<file path="src/rtl/rom_loader_if.sv">
// rom_loader_if: connection between the HPS ioctl download port and the ROM
// loader, together with the byte-write bus that the loader drives toward
// the core's ROM/PROM memories.
//   ioctl_index/download/addr/dout/wr : HPS download word stream
//   ioctl_wait                        : loader busy, HPS must hold off
//   wr_en/wr_sel/wr_addr/wr_data      : one byte write per wr_en pulse
// Modports:
//   master : HPS/stimulus side (drives ioctl_*, observes the rest)
//   slave  : the loader itself
interface rom_loader_if #(
    parameter int NREG = 8,
    parameter int AW   = 16
);
    logic [7:0]      ioctl_index;
    logic            ioctl_download;
    logic [26:0]     ioctl_addr;
    logic [15:0]     ioctl_dout;
    logic            ioctl_wr;
    logic            ioctl_wait;
    logic            wr_en;
    logic [NREG-1:0] wr_sel;
    logic [AW-1:0]   wr_addr;
    logic [7:0]      wr_data;

    modport master (
        output ioctl_index, ioctl_download, ioctl_addr, ioctl_dout, ioctl_wr,
        input  ioctl_wait, wr_en, wr_sel, wr_addr, wr_data
    );

    modport slave (
        input  ioctl_index, ioctl_download, ioctl_addr, ioctl_dout, ioctl_wr,
        output ioctl_wait, wr_en, wr_sel, wr_addr, wr_data
    );
endinterface

</file>
<file path="src/rtl/rom_loader.sv">
// rom_loader: routes an HPS ioctl ROM download into NREG byte-addressed
// memory regions. Each accepted 16-bit word is split into an even-address
// byte and an odd-address byte, emitted on consecutive cycles. Each byte is
// looked up independently against the region table. The lowest-index
// matching region wins and receives a region-relative address. Bytes that
// hit no region are silently skipped.
// Ports:
//   clk_sys     : system clock
//   reset       : synchronous active-high reset
//   bus         : rom_loader_if.slave (ioctl stream in, byte writes out)
//   busy        : matching download active or a word still being emitted
//   done        : download finished since the last start
//   err_overrun : sticky, a word arrived while the previous one was pending
module rom_loader #(
    parameter int                 NREG      = 8,
    parameter int                 AW        = 16,
    parameter logic [7:0]         ROM_INDEX = 8'd0,
    parameter logic [27*NREG-1:0] REG_BASE  = {NREG{27'd0}},
    parameter logic [27*NREG-1:0] REG_SIZE  = {NREG{27'd0}},
    parameter bit                 SWAP      = 1'b0
) (
    input  logic          clk_sys,
    input  logic          reset,
    rom_loader_if.slave   bus,
    output logic          busy,
    output logic          done,
    output logic          err_overrun
);

    typedef enum logic [1:0] {
        ST_IDLE = 2'd0,
        ST_B0   = 2'd1,
        ST_B1   = 2'd2
    } state_t;

    localparam logic [NREG-1:0] ONE_SEL = {{(NREG-1){1'b0}}, 1'b1};

    // Region bounds are widened to 28 bits so base + size can never wrap.
    function automatic logic [27:0] reg_base(input int idx);
        return {1'b0, REG_BASE[27*idx +: 27]};
    endfunction

    function automatic logic [27:0] reg_size(input int idx);
        return {1'b0, REG_SIZE[27*idx +: 27]};
    endfunction

    state_t          state_r;
    logic [15:0]     word_r;
    logic [26:0]     addr_r;
    logic            wait_r;
    logic            wr_en_r;
    logic [NREG-1:0] wr_sel_r;
    logic [AW-1:0]   wr_addr_r;
    logic [7:0]      wr_data_r;
    logic            busy_r;
    logic            done_r;
    logic            err_r;
    logic            seen_r;
    logic            dl_d_r;

    logic            dl_match_s;
    logic            acc_s;
    logic [26:0]     in_addr_s;
    logic [27:0]     lk_addr_s;
    logic [7:0]      lk_byte_s;
    logic [NREG-1:0] hit_s;
    logic [NREG-1:0] win_s;
    logic [AW-1:0]   rel_s;
    logic            emit_s;
    logic            idle_next_s;

    // Download qualification and word acceptance.
    always_comb begin
        dl_match_s = bus.ioctl_download & (bus.ioctl_index == ROM_INDEX);
        acc_s      = bus.ioctl_wr & dl_match_s;
        // An odd word address is a protocol violation; bit 0 is forced low.
        in_addr_s  = bus.ioctl_addr & 27'h7FF_FFFE;
    end

    // Select the byte being emitted next: the even byte comes straight from
    // the ioctl inputs on acceptance, the odd byte from the latched word.
    always_comb begin
        lk_addr_s = 28'd0;
        lk_byte_s = 8'd0;
        if (state_r == ST_IDLE) begin
            lk_addr_s = {1'b0, in_addr_s};
            lk_byte_s = SWAP ? bus.ioctl_dout[15:8] : bus.ioctl_dout[7:0];
        end else begin
            lk_addr_s = {1'b0, addr_r | 27'd1};
            lk_byte_s = SWAP ? word_r[7:0] : word_r[15:8];
        end
    end

    // Region lookup: hit vector, lowest-index winner, relative address.
    always_comb begin
        hit_s = '0;
        rel_s = '0;
        for (int i = 0; i < NREG; i++) begin
            hit_s[i] = (reg_size(i) != 28'd0) &&
                       (lk_addr_s >= reg_base(i)) &&
                       (lk_addr_s < (reg_base(i) + reg_size(i)));
        end
        // Isolate the lowest set bit so that overlaps resolve to region 0 first.
        win_s = hit_s & (~hit_s + ONE_SEL);
        for (int i = 0; i < NREG; i++) begin
            rel_s = rel_s | (win_s[i] ? AW'(lk_addr_s - reg_base(i)) : {AW{1'b0}});
        end
    end

    // Emission and next-state flags used by the registered outputs.
    always_comb begin
        emit_s      = ((state_r == ST_IDLE) & acc_s) | (state_r == ST_B0);
        idle_next_s = (state_r != ST_B0) & ~((state_r == ST_IDLE) & acc_s);
    end

    // Main FSM with all outputs registered.
    always_ff @(posedge clk_sys) begin
        if (reset) begin
            state_r   <= ST_IDLE;
            word_r    <= 16'd0;
            addr_r    <= 27'd0;
            wait_r    <= 1'b0;
            wr_en_r   <= 1'b0;
            wr_sel_r  <= '0;
            wr_addr_r <= '0;
            wr_data_r <= 8'd0;
            busy_r    <= 1'b0;
            done_r    <= 1'b0;
            err_r     <= 1'b0;
            seen_r    <= 1'b0;
            dl_d_r    <= 1'b0;
        end else begin
            dl_d_r <= dl_match_s;
            busy_r <= dl_match_s | ~idle_next_s;

            // A new download start clears the completion and error flags;
            // done is only raised once the FSM is heading back to idle.
            if (dl_match_s & ~dl_d_r) begin
                seen_r <= 1'b1;
                done_r <= 1'b0;
                err_r  <= 1'b0;
            end else if (seen_r & ~dl_match_s & idle_next_s) begin
                done_r <= 1'b1;
            end else begin
                done_r <= done_r;
            end

            case (state_r)
                ST_IDLE: begin
                    if (acc_s) begin
                        word_r  <= bus.ioctl_dout;
                        addr_r  <= in_addr_s;
                        wait_r  <= 1'b1;
                        state_r <= ST_B0;
                    end else begin
                        wait_r  <= 1'b0;
                    end
                end
                ST_B0: begin
                    // A word arriving here is dropped; the pending one finishes.
                    if (acc_s) begin
                        err_r <= 1'b1;
                    end
                    state_r <= ST_B1;
                end
                ST_B1: begin
                    if (acc_s) begin
                        err_r <= 1'b1;
                    end
                    wait_r  <= 1'b0;
                    state_r <= ST_IDLE;
                end
                default: begin
                    wait_r  <= 1'b0;
                    state_r <= ST_IDLE;
                end
            endcase

            // Unmapped bytes leave the write bus holding its previous contents.
            if (emit_s & (|win_s)) begin
                wr_en_r   <= 1'b1;
                wr_sel_r  <= win_s;
                wr_addr_r <= rel_s;
                wr_data_r <= lk_byte_s;
            end else begin
                wr_en_r   <= 1'b0;
            end
        end
    end

    assign bus.ioctl_wait = wait_r;
    assign bus.wr_en      = wr_en_r;
    assign bus.wr_sel     = wr_sel_r;
    assign bus.wr_addr    = wr_addr_r;
    assign bus.wr_data    = wr_data_r;
    assign busy           = busy_r;
    assign done           = done_r;
    assign err_overrun    = err_r;

endmodule
</file>
<file path="src/flat_wrapper.sv">
// flat-port wrapper written by rule: the top's interface ports become plain ports
module rom_loader_flat 
#(
    parameter int                 NREG      = 8,
    parameter int                 AW        = 16,
    parameter logic [7:0]         ROM_INDEX = 8'd0,
    parameter logic [27*NREG-1:0] REG_BASE  = {NREG{27'd0}},
    parameter logic [27*NREG-1:0] REG_SIZE  = {NREG{27'd0}},
    parameter bit                 SWAP      = 1'b0
)
  (clk_sys, reset, busy, done, err_overrun, bus_ioctl_index, bus_ioctl_download, bus_ioctl_addr, bus_ioctl_dout, bus_ioctl_wr, bus_ioctl_wait, bus_wr_en, bus_wr_sel, bus_wr_addr, bus_wr_data);
  rom_loader_if #(.NREG(NREG), .AW(AW)) bus_i ();
  input  logic clk_sys;
  input  logic reset;
  output logic busy;
  output logic done;
  output logic err_overrun;
  input wire logic [$bits(bus_i.ioctl_index)-1:0] bus_ioctl_index;
  input wire logic [$bits(bus_i.ioctl_download)-1:0] bus_ioctl_download;
  input wire logic [$bits(bus_i.ioctl_addr)-1:0] bus_ioctl_addr;
  input wire logic [$bits(bus_i.ioctl_dout)-1:0] bus_ioctl_dout;
  input wire logic [$bits(bus_i.ioctl_wr)-1:0] bus_ioctl_wr;
  output wire logic [$bits(bus_i.ioctl_wait)-1:0] bus_ioctl_wait;
  output wire logic [$bits(bus_i.wr_en)-1:0] bus_wr_en;
  output wire logic [$bits(bus_i.wr_sel)-1:0] bus_wr_sel;
  output wire logic [$bits(bus_i.wr_addr)-1:0] bus_wr_addr;
  output wire logic [$bits(bus_i.wr_data)-1:0] bus_wr_data;
  assign bus_i.ioctl_index = bus_ioctl_index;
  assign bus_i.ioctl_download = bus_ioctl_download;
  assign bus_i.ioctl_addr = bus_ioctl_addr;
  assign bus_i.ioctl_dout = bus_ioctl_dout;
  assign bus_i.ioctl_wr = bus_ioctl_wr;
  assign bus_ioctl_wait = bus_i.ioctl_wait;
  assign bus_wr_en = bus_i.wr_en;
  assign bus_wr_sel = bus_i.wr_sel;
  assign bus_wr_addr = bus_i.wr_addr;
  assign bus_wr_data = bus_i.wr_data;
  rom_loader #(.NREG(NREG), .AW(AW), .ROM_INDEX(ROM_INDEX), .REG_BASE(REG_BASE), .REG_SIZE(REG_SIZE), .SWAP(SWAP)) u_core (.clk_sys(clk_sys), .reset(reset), .bus(bus_i), .busy(busy), .done(done), .err_overrun(err_overrun));
endmodule
</file>
<file path="config.mk">
export PLATFORM = sky130hd
export DESIGN_NAME = rom_loader_flat
export DESIGN_NICKNAME = d
export VERILOG_FILES = /design/src/rtl/rom_loader_if.sv /design/src/rtl/rom_loader.sv /design/src/flat_wrapper.sv
export SDC_FILE = /design/constraint.sdc
export NUM_CORES = 1
export LEC_CHECK = 0
export ABC_CLOCK_PERIOD_IN_PS = 1400
export CORE_ASPECT_RATIO = 0.8
export CORE_MARGIN = 2
export CORE_UTILIZATION = 21
export DETAILED_ROUTE_END_ITERATION = 8
export GPL_TIMING_DRIVEN = 0
export PLACE_DENSITY_LB_ADDON = 0.25
export SLEW_MARGIN = 20
export SYNTH_ARGS = -nofsm -noshare
export SYNTH_HDL_FRONTEND = slang
export SYNTH_SLANG_ARGS = --single-unit
</file>
<file path="constraint.sdc">
create_clock -name clk_sys -period 1.4 [get_ports clk_sys]
set_clock_uncertainty 0.15 [all_clocks]
set_input_delay 0.28 -clock clk_sys [delete_from_list [all_inputs] [get_ports clk_sys]]
set_output_delay 0.28 -clock clk_sys [all_outputs]
set_load 0.02 [all_outputs]
</file>
==> metrics.md, run 1 <==
| Metric | Value |
|---|---|
| Outcome | `complete, but fails checks` |
| Failing checks | `setup timing` |
| 1st-iter DRT viols | `5` |
| Starting density of the core | `0.215` |
| Yosys top cell area share | `0.382` |
| Critical path's slowest cell | `clkdlybuf4s50_1` |
| FF+latch count, synth | `8` |
| Vias/cell | `3.22` |
| Area Overhead vs Synth | `61.1%` |
| Endpoints failing hold | `0` |
| Crit Path Category | `input pin to flip-flop` |
| Worst-path clk slew | `around 0.040 ns` |
| Net Sw Frac | `0.289` |
| Max-cap violation count | `0` |
| Fin crit share | `1.01` |
| Clk pwr share | `0.386` |
| Total power | `approximately 710 uW` |
| Non-Filler Instances | `between 150 and 200` |
| Core area | `just over 0.003 mm^2` |
| Pwr/cell area | `between 600 and 700 mW/mm^2` |
| Die area | `between 0.003 and 0.004 mm^2` |
| WL/cell | `~7.5 um` |
| CP cell instances | `clkdlybuf4s50_1 > nor2_4 > nand4b_4 > a32o_2` |
| CTS root buffer | `clkbuf_8` |
| Register area | `roughly 160 um^2` |
| Min Tclk post-route | `1.41 ns` |
| RSZ-0062 raised after global routing | `true` |
| EDFF count, synth | `0` |
| Die height | `roughly 54 um` |
| Placed Area | `960 um^2` |
| IO Port Bufs | `14` |
| Layout fillers | `roughly 330` |
| Top-count cell post-synth | `buf_4` |
| Internal power | `a little over 500 uW` |
| Die Width | `between 60 and 70 um` |
| Worst path arrival time | `around 1.4 ns` |
| Setup violation total in the final timing report | `1` |
| Cell count after synthesis | `between 70 and 80` |
| Logic pwr share | `0.292` |
| Ys async rst share | `0` |
| Yosys top cell by area | `buf_4` |
| Row cnt | `18` |
| HP Class | `input pin to flip-flop` |
| Initial antenna violation count | `0` |
| Drt first pass iters | `3` |
| CTS Buffer Depth | `2` |
| Multi-input combinational cell area | `~370 um^2` |
| # nets final | `~190` |
| Design area | `around 0.0010 mm^2` |
| H-tree levels | `1` |
| CP Capture Type | `flip-flop` |
| Via count | `~540` |
| Sink Count | `8` |
| I/O pins | `between 90 and 100` |
| Type of origin of the critical path | `input pin` |
| Placed insts | `roughly 160` |
| Final GP Congestion | `between 0.6 and 0.7` |
| Final worst-path setup slack | `-0.00877 ns` |
| Total grt overflow | `0` |
| Vias in the first global route | `420` |
| Peak Freq | `710 MHz` |
| Fraction of layout instances using a drive strength above 1 | `0.354` |
| Avg Cell Area, Syn | `8.66 um^2` |
| Setup TNS | `-0.00877 ns` |
| Final Slew Violations | `0` |
| Register area share after synthesis | `0.247` |
| Most used DFF post-synth | `dfxtp_1` |
| Clk_lat worst skew | `around 0.23 ns` |
| Pleak | `0.607 nW` |
| Power share of the sequential group | `0.322` |
| TritonCTS clock tree | `built` |
| Antenna Cells | `0` |
| Psw | `between 200 and 250 uW` |
| Peak supply drop | `just under 200 uV` |
| HPWL after detailed placement | `998 um` |
| Post-route ant nets | `0` |
| Largest net degree at the start of global routing | `9` |
| Crit path buf inv count | `1` |
| Crit Path Max Fanout | `6` |
| Largest cells by area after synthesis | `buf_4 38%, dfxtp_1 25%, ha_1 5.8%, nor4b_4 3.7%, inv_1 2.9%` |
| Leading cell types by count after synthesis | `33 x buf_4, 8 x dfxtp_1, 5 x inv_1` |
| Max incr delay on CP | `between 0.4 and 0.5 ns` |
| DRT Wirelength | `1.25 mm` |
| Residual DRC | `0` |
| TritonCTS Buffers | `3` |
| CP top delay family | `buffers and inverters` |
| Critical Path RT | `1.37 ns` |
| Unique masters post-synth | `23` |
| Mapped Area | `between 600 and 700 um^2` |
| First-pass GRT wire length | `about 1.8 mm` |
| Yosys warns | `0` |
| Post-CTS Hold Buffers | `0` |
| GR Util All Layers | `0.0699` |
==> timing repair <==
action                     CTS  global route
gates resized for setup     15             2
pin swaps                    3             3
buffers inserted             2             1
setup endpoints to repair   12             4
==> sequential cells by signal (all words and copies together) (netlist names) <==
| register | flops |
|---|---|
| u_core.busy | 1 |
| u_core.dl_d_r | 1 |
| u_core.err_overrun | 1 |
| u_core.done | 1 |
| u_core.seen_r | 1 |
| u_core.bus.ioctl_wait | 1 |
| u_core.state_r | 2 |
==> final cells by class <==
class / count / area share
multi-input cells: 60 / 0.350
plain buffers: 34 / 0.240
flip-flops and latches: 8 / 0.153
repair buffers: 17 / 0.151
well taps: 40 / 0.0478
clock buffers: 3 / 0.0395
inverters: 5 / 0.0179
==> layout by cell type, fill, tap and decap left out, types with 2 or more instances in the layout <==
cell	count
buf_4	35
conb_1	33
dlygate4sd2_1	9
dfxtp_1	8
inv_1	5
nand2_1	3
nor2_1	3
ha_1	3
clkbuf_8	3
clkdlybuf4s50_1	3
a21oi_1	2
nand3_1	2
==> routing by layer <==
metal	vias to the layer above	part of all wire	track usage
li1	287	-	-
met1	215	0.35	0.0678
met2	32	0.49	0.128
met3	3	0.14	0.0272
met4	0	0.017	0.0408
met5	-	0	0
==> power groups by stage <==
stage,Clock (mW),Sequential [mW],Combinational (mW)
after floorplan,0,0.233,0.162
after global placement,0,0.233,0.199
after detailed placement,0,0.233,0.199
after CTS,0.282,0.229,0.203
after global routing,0.297,0.229,0.223
final,0.275,0.229,0.208
==> logic make-up (layout without fill, tap and decap cells) <==
group,Yosys count,after routing,synth area share
fa+ha+maj,3,3,0.0578
compound gates,7,7,0.0829
simple gates,16,16,0.175
flops,8,8,0.247
mux,1,1,0.0154
other cells,1,33,0.00577
buf+inv,39,59,0.416
==> through the flow <==
stage,util,setup slack [ns],hold WS [ns]
2_1_floorplan,-,0.0556,0.282
3_3_place_gp,0.318,-0.529,0.290
3_5_place_dp,0.318,-0.572,0.296
4_1_cts,0.340,-0.0454,0.242
5_1_grt,0.347,-0.0447,0.254
6_report,0.347,-0.00877,0.244
==> worst paths after layout <==
check | cells after the start | slack (ns) | start | end
worst max-delay path | 4 | -0.009 | bus_ioctl_index[5] | u_core.done
worst min register to register | 2 | 0.30 | u_core.seen_r | u_core.seen_r
worst max register to register | 5 | 0.12 | u_core.state_r[1] | u_core.bus.ioctl_wait
worst min-delay path | 2 | 0.24 | reset | u_core.dl_d_r
Note: power is estimated with default switching activity, not from simulation.
==> run 2, diff against run 1 <==
--- a/config.mk
+++ b/config.mk
@@ -5,10 +5,10 @@
 export SDC_FILE = /design/constraint.sdc
 export NUM_CORES = 1
 export LEC_CHECK = 0
-export ABC_CLOCK_PERIOD_IN_PS = 1400
+export ABC_CLOCK_PERIOD_IN_PS = 1600
 export CORE_ASPECT_RATIO = 0.8
 export CORE_MARGIN = 2
-export CORE_UTILIZATION = 21
+export CORE_UTILIZATION = 24
 export DETAILED_ROUTE_END_ITERATION = 8
 export GPL_TIMING_DRIVEN = 0
 export PLACE_DENSITY_LB_ADDON = 0.25
==> constraint.sdc (replaced) <==
create_clock -name clk_sys -period 1.6 [get_ports clk_sys]
set_clock_uncertainty 0.15 [all_clocks]
set_input_delay 0.32 -clock clk_sys [delete_from_list [all_inputs] [get_ports clk_sys]]
set_output_delay 0.32 -clock clk_sys [all_outputs]
set_load 0.02 [all_outputs]
==> run 2 against run 1 <==
The run now ends clean. Clock power shrank 45%. Via count shrank 3.7%. Cell count is 2.4% lower.
==> metrics.md, run 2 (synthesis gave the netlist of run 1 again) <==
| Metric | Value |
|---|---|
| Outcome | `complete, no violations (was complete, but fails checks)` |
| Post-CTS Hold Buffers | `0 (unchanged)` |
| DRT Wirelength | `1.19 mm (was 1.25 mm)` |
| Post-route ant nets | `0 (unchanged)` |
| Final worst-path setup slack | `0.0629 ns (was -0.00877 ns)` |
| Setup TNS | `0 ns (was -0.00877 ns)` |
| Area Overhead vs Synth | `55.1% (was 61.1%)` |
| Pre-CTS setup slack | `-0.376 ns (was -0.572 ns)` |
| H-tree levels | `1 (unchanged)` |
| Die Width | `62.2 um (was 66.2 um)` |
| Fraction of layout instances using a drive strength above 1 | `0.354 (unchanged)` |
| CTS root buffer | `clkbuf_4 (was clkbuf_8)` |
| Total grt overflow | `0 (unchanged)` |
| CTS Buffer Depth | `2 (unchanged)` |
| Worst-path clk slew | `0.05 ns (was 0.04 ns)` |
| Type of origin of the critical path | `input pin (unchanged)` |
| Die height | `50.5 um (was 53.7 um)` |
| Crit Path Category | `input pin to flip-flop (unchanged)` |
| Starting density of the core | `0.260 (was 0.215)` |
| Layout fillers | `253 (was 331)` |
| GR Util All Layers | `0.0739 (was 0.0699)` |
| Initial antenna violation count | `0 (unchanged)` |
| Peak supply drop | `259 uV (was 196 uV)` |
| Crit Path Max Fanout | `5 (was 6)` |
| I/O pins | `92 (unchanged)` |
| Vias/cell | `3.17 (was 3.22)` |
| Worst path arrival time | `1.53 ns (was 1.37 ns)` |
| Fin crit share | `0.961` |
| Residual DRC | `0 (unchanged)` |
| Min Tclk post-route | `approximately 1.5 ns` |
| WL/cell | `7.32 um (was 7.51 um)` |
| Clk_lat worst skew | `0.25 ns (was 0.23 ns)` |
| IO Port Bufs | `14 (unchanged)` |
| Die area | `0.00314 mm^2 (was 0.00356 mm^2)` |
| Setup violation total in the final timing report | `0 (was 1)` |
| Max FFs per register | `2 (unchanged)` |
| Critical Path RT | `1.59 ns (was 1.37 ns)` |
| Peak Freq | `~650 MHz` |
| 1st-iter DRT viols | `1 (was 5)` |
| Worst Hold Slack | `0.240 ns (was 0.244 ns)` |
| Sink Count | `8 (unchanged)` |
| CP Capture Type | `flip-flop (unchanged)` |
| Most frequent cells in the layout | `36 x buf_4, 33 x conb_1, 8 x dfxtp_1 (was 35 x buf_4, 33 x conb_1, 9 x dlygate4sd2_1)` |
| Pwr/cell area | `527 mW/mm^2 (was 681 mW/mm^2)` |
| Row cnt | `16 (was 18)` |
| # nets final | `187 (unchanged)` |
| Highest metal used | `met4 (unchanged)` |
| Met1 Routed Length | `499 um (was 439 um)` |
| Core area | `0.00250 mm^2 (was 0.00302 mm^2)` |
| RSZ-0062 raised after global routing | `false (was true)` |
| Met3 wire len | `127 um (was 181 um)` |
| Largest net degree at the start of global routing | `9 (unchanged)` |
| Antenna Cells | `0 (unchanged)` |
| TritonCTS Buffers | `3 (unchanged)` |
| Drt first pass iters | `2 (was 3)` |
| Wire length on met2 | `557 um (was 612 um)` |
| Final GP Congestion | `0.748 (was 0.679)` |
| TritonCTS clock tree | `built (unchanged)` |
| First-pass GRT wire length | `1.80 mm (was 1.83 mm)` |
| Register with the most flip-flops | `u_core.state_r (unchanged)` |
| Max-cap violation count | `0 (unchanged)` |
| Endpoints failing hold | `0 (unchanged)` |
| Via count | `517 (was 537)` |
| HP Class | `input pin to flip-flop (unchanged)` |
| Final Slew Violations | `0 (unchanged)` |
| Leading cell type in the layout, fill and taps excluded | `buf_4 (unchanged)` |
| Pleak | `0.577 nW (was 0.607 nW)` |
| Vias in the first global route | `437 (was 420)` |
## run 2: cell types whose count changed in the layout (fill, tap and decap cells not counted), moves of 3 or more
| cell | change |
|---|---|
| dlygate4sd2_1 | -3 |
| clkdlybuf4s50_1 | +4 |
| clkbuf_8 | -3 |
| clkbuf_4 | +3 |
## run 2: worst paths after layout
path | start | to | slack (ns) | cells after the start
setup / recovery | bus_ioctl_download | u_core.done | 0.06 | 5
hold / removal | reset | u_core.dl_d_r | 0.24 | 2
setup reg to reg | u_core.state_r[1] | u_core.bus.ioctl_wait | 0.30 | 5
hold reg to reg | u_core.seen_r | u_core.seen_r | 0.31 | 2
## run 2: repair_timing
| item | in CTS | in global routing |
|---|---|---|
| pin swaps | 1 | 2 |
| setup endpoints to repair | 6 | 1 |
| resized for setup | 7 | 2 |
| buffers inserted | 1 | 2 |
## run 2: cell type report
cell class / count / area (um^2) / area share
Clock buffer: 3 / 22.5 / 0.0224
Tap cell: 36 / 45.0 / 0.0447
Sequential cell: 8 / 160 / 0.159
Inverter: 5 / 18.8 / 0.0186
Buffer: 34 / 251 / 0.250
Timing Repair Buffer: 17 / 158 / 0.157
Multi-Input combinational cell: 60 / 352 / 0.349
## run 2: worst max-delay path, cell delays in order
cell and delay (ns):
clkdlybuf4s50_1 0.46, nor4b_4 0.22, buf_4 0.19, a31oi_2 0.10, a32o_2 0.24
## run 2: report_power, final
group          switching, mW  internal (mW)  leakage [nW]
combinational         0.0992         0.0821         0.499
sequential         0.0000956          0.200        0.0644
clock                 0.0645         0.0856        0.0138
## run 2: stage by stage
stage / util / power, mW / cell area (um^2) / std cells
after global routing: 0.403 / 0.564 / 1010 / 163
after global placement: 0.382 / 0.377 / 955 / 157
after CTS: 0.393 / 0.533 / 983 / 161
after detailed placement: 0.382 / 0.378 / 955 / 157
after floorplan: - / 0.346 / 769 / 107
final: 0.403 / 0.531 / 1010 / 163
## run 2: routing by layer
metal / up-vias / track usage
met1: 202 / 0.0763
met3: 2 / 0.0291
li1: 287 / -
met4: 0 / 0.0556
met2: 26 / 0.123
met5: - / 0
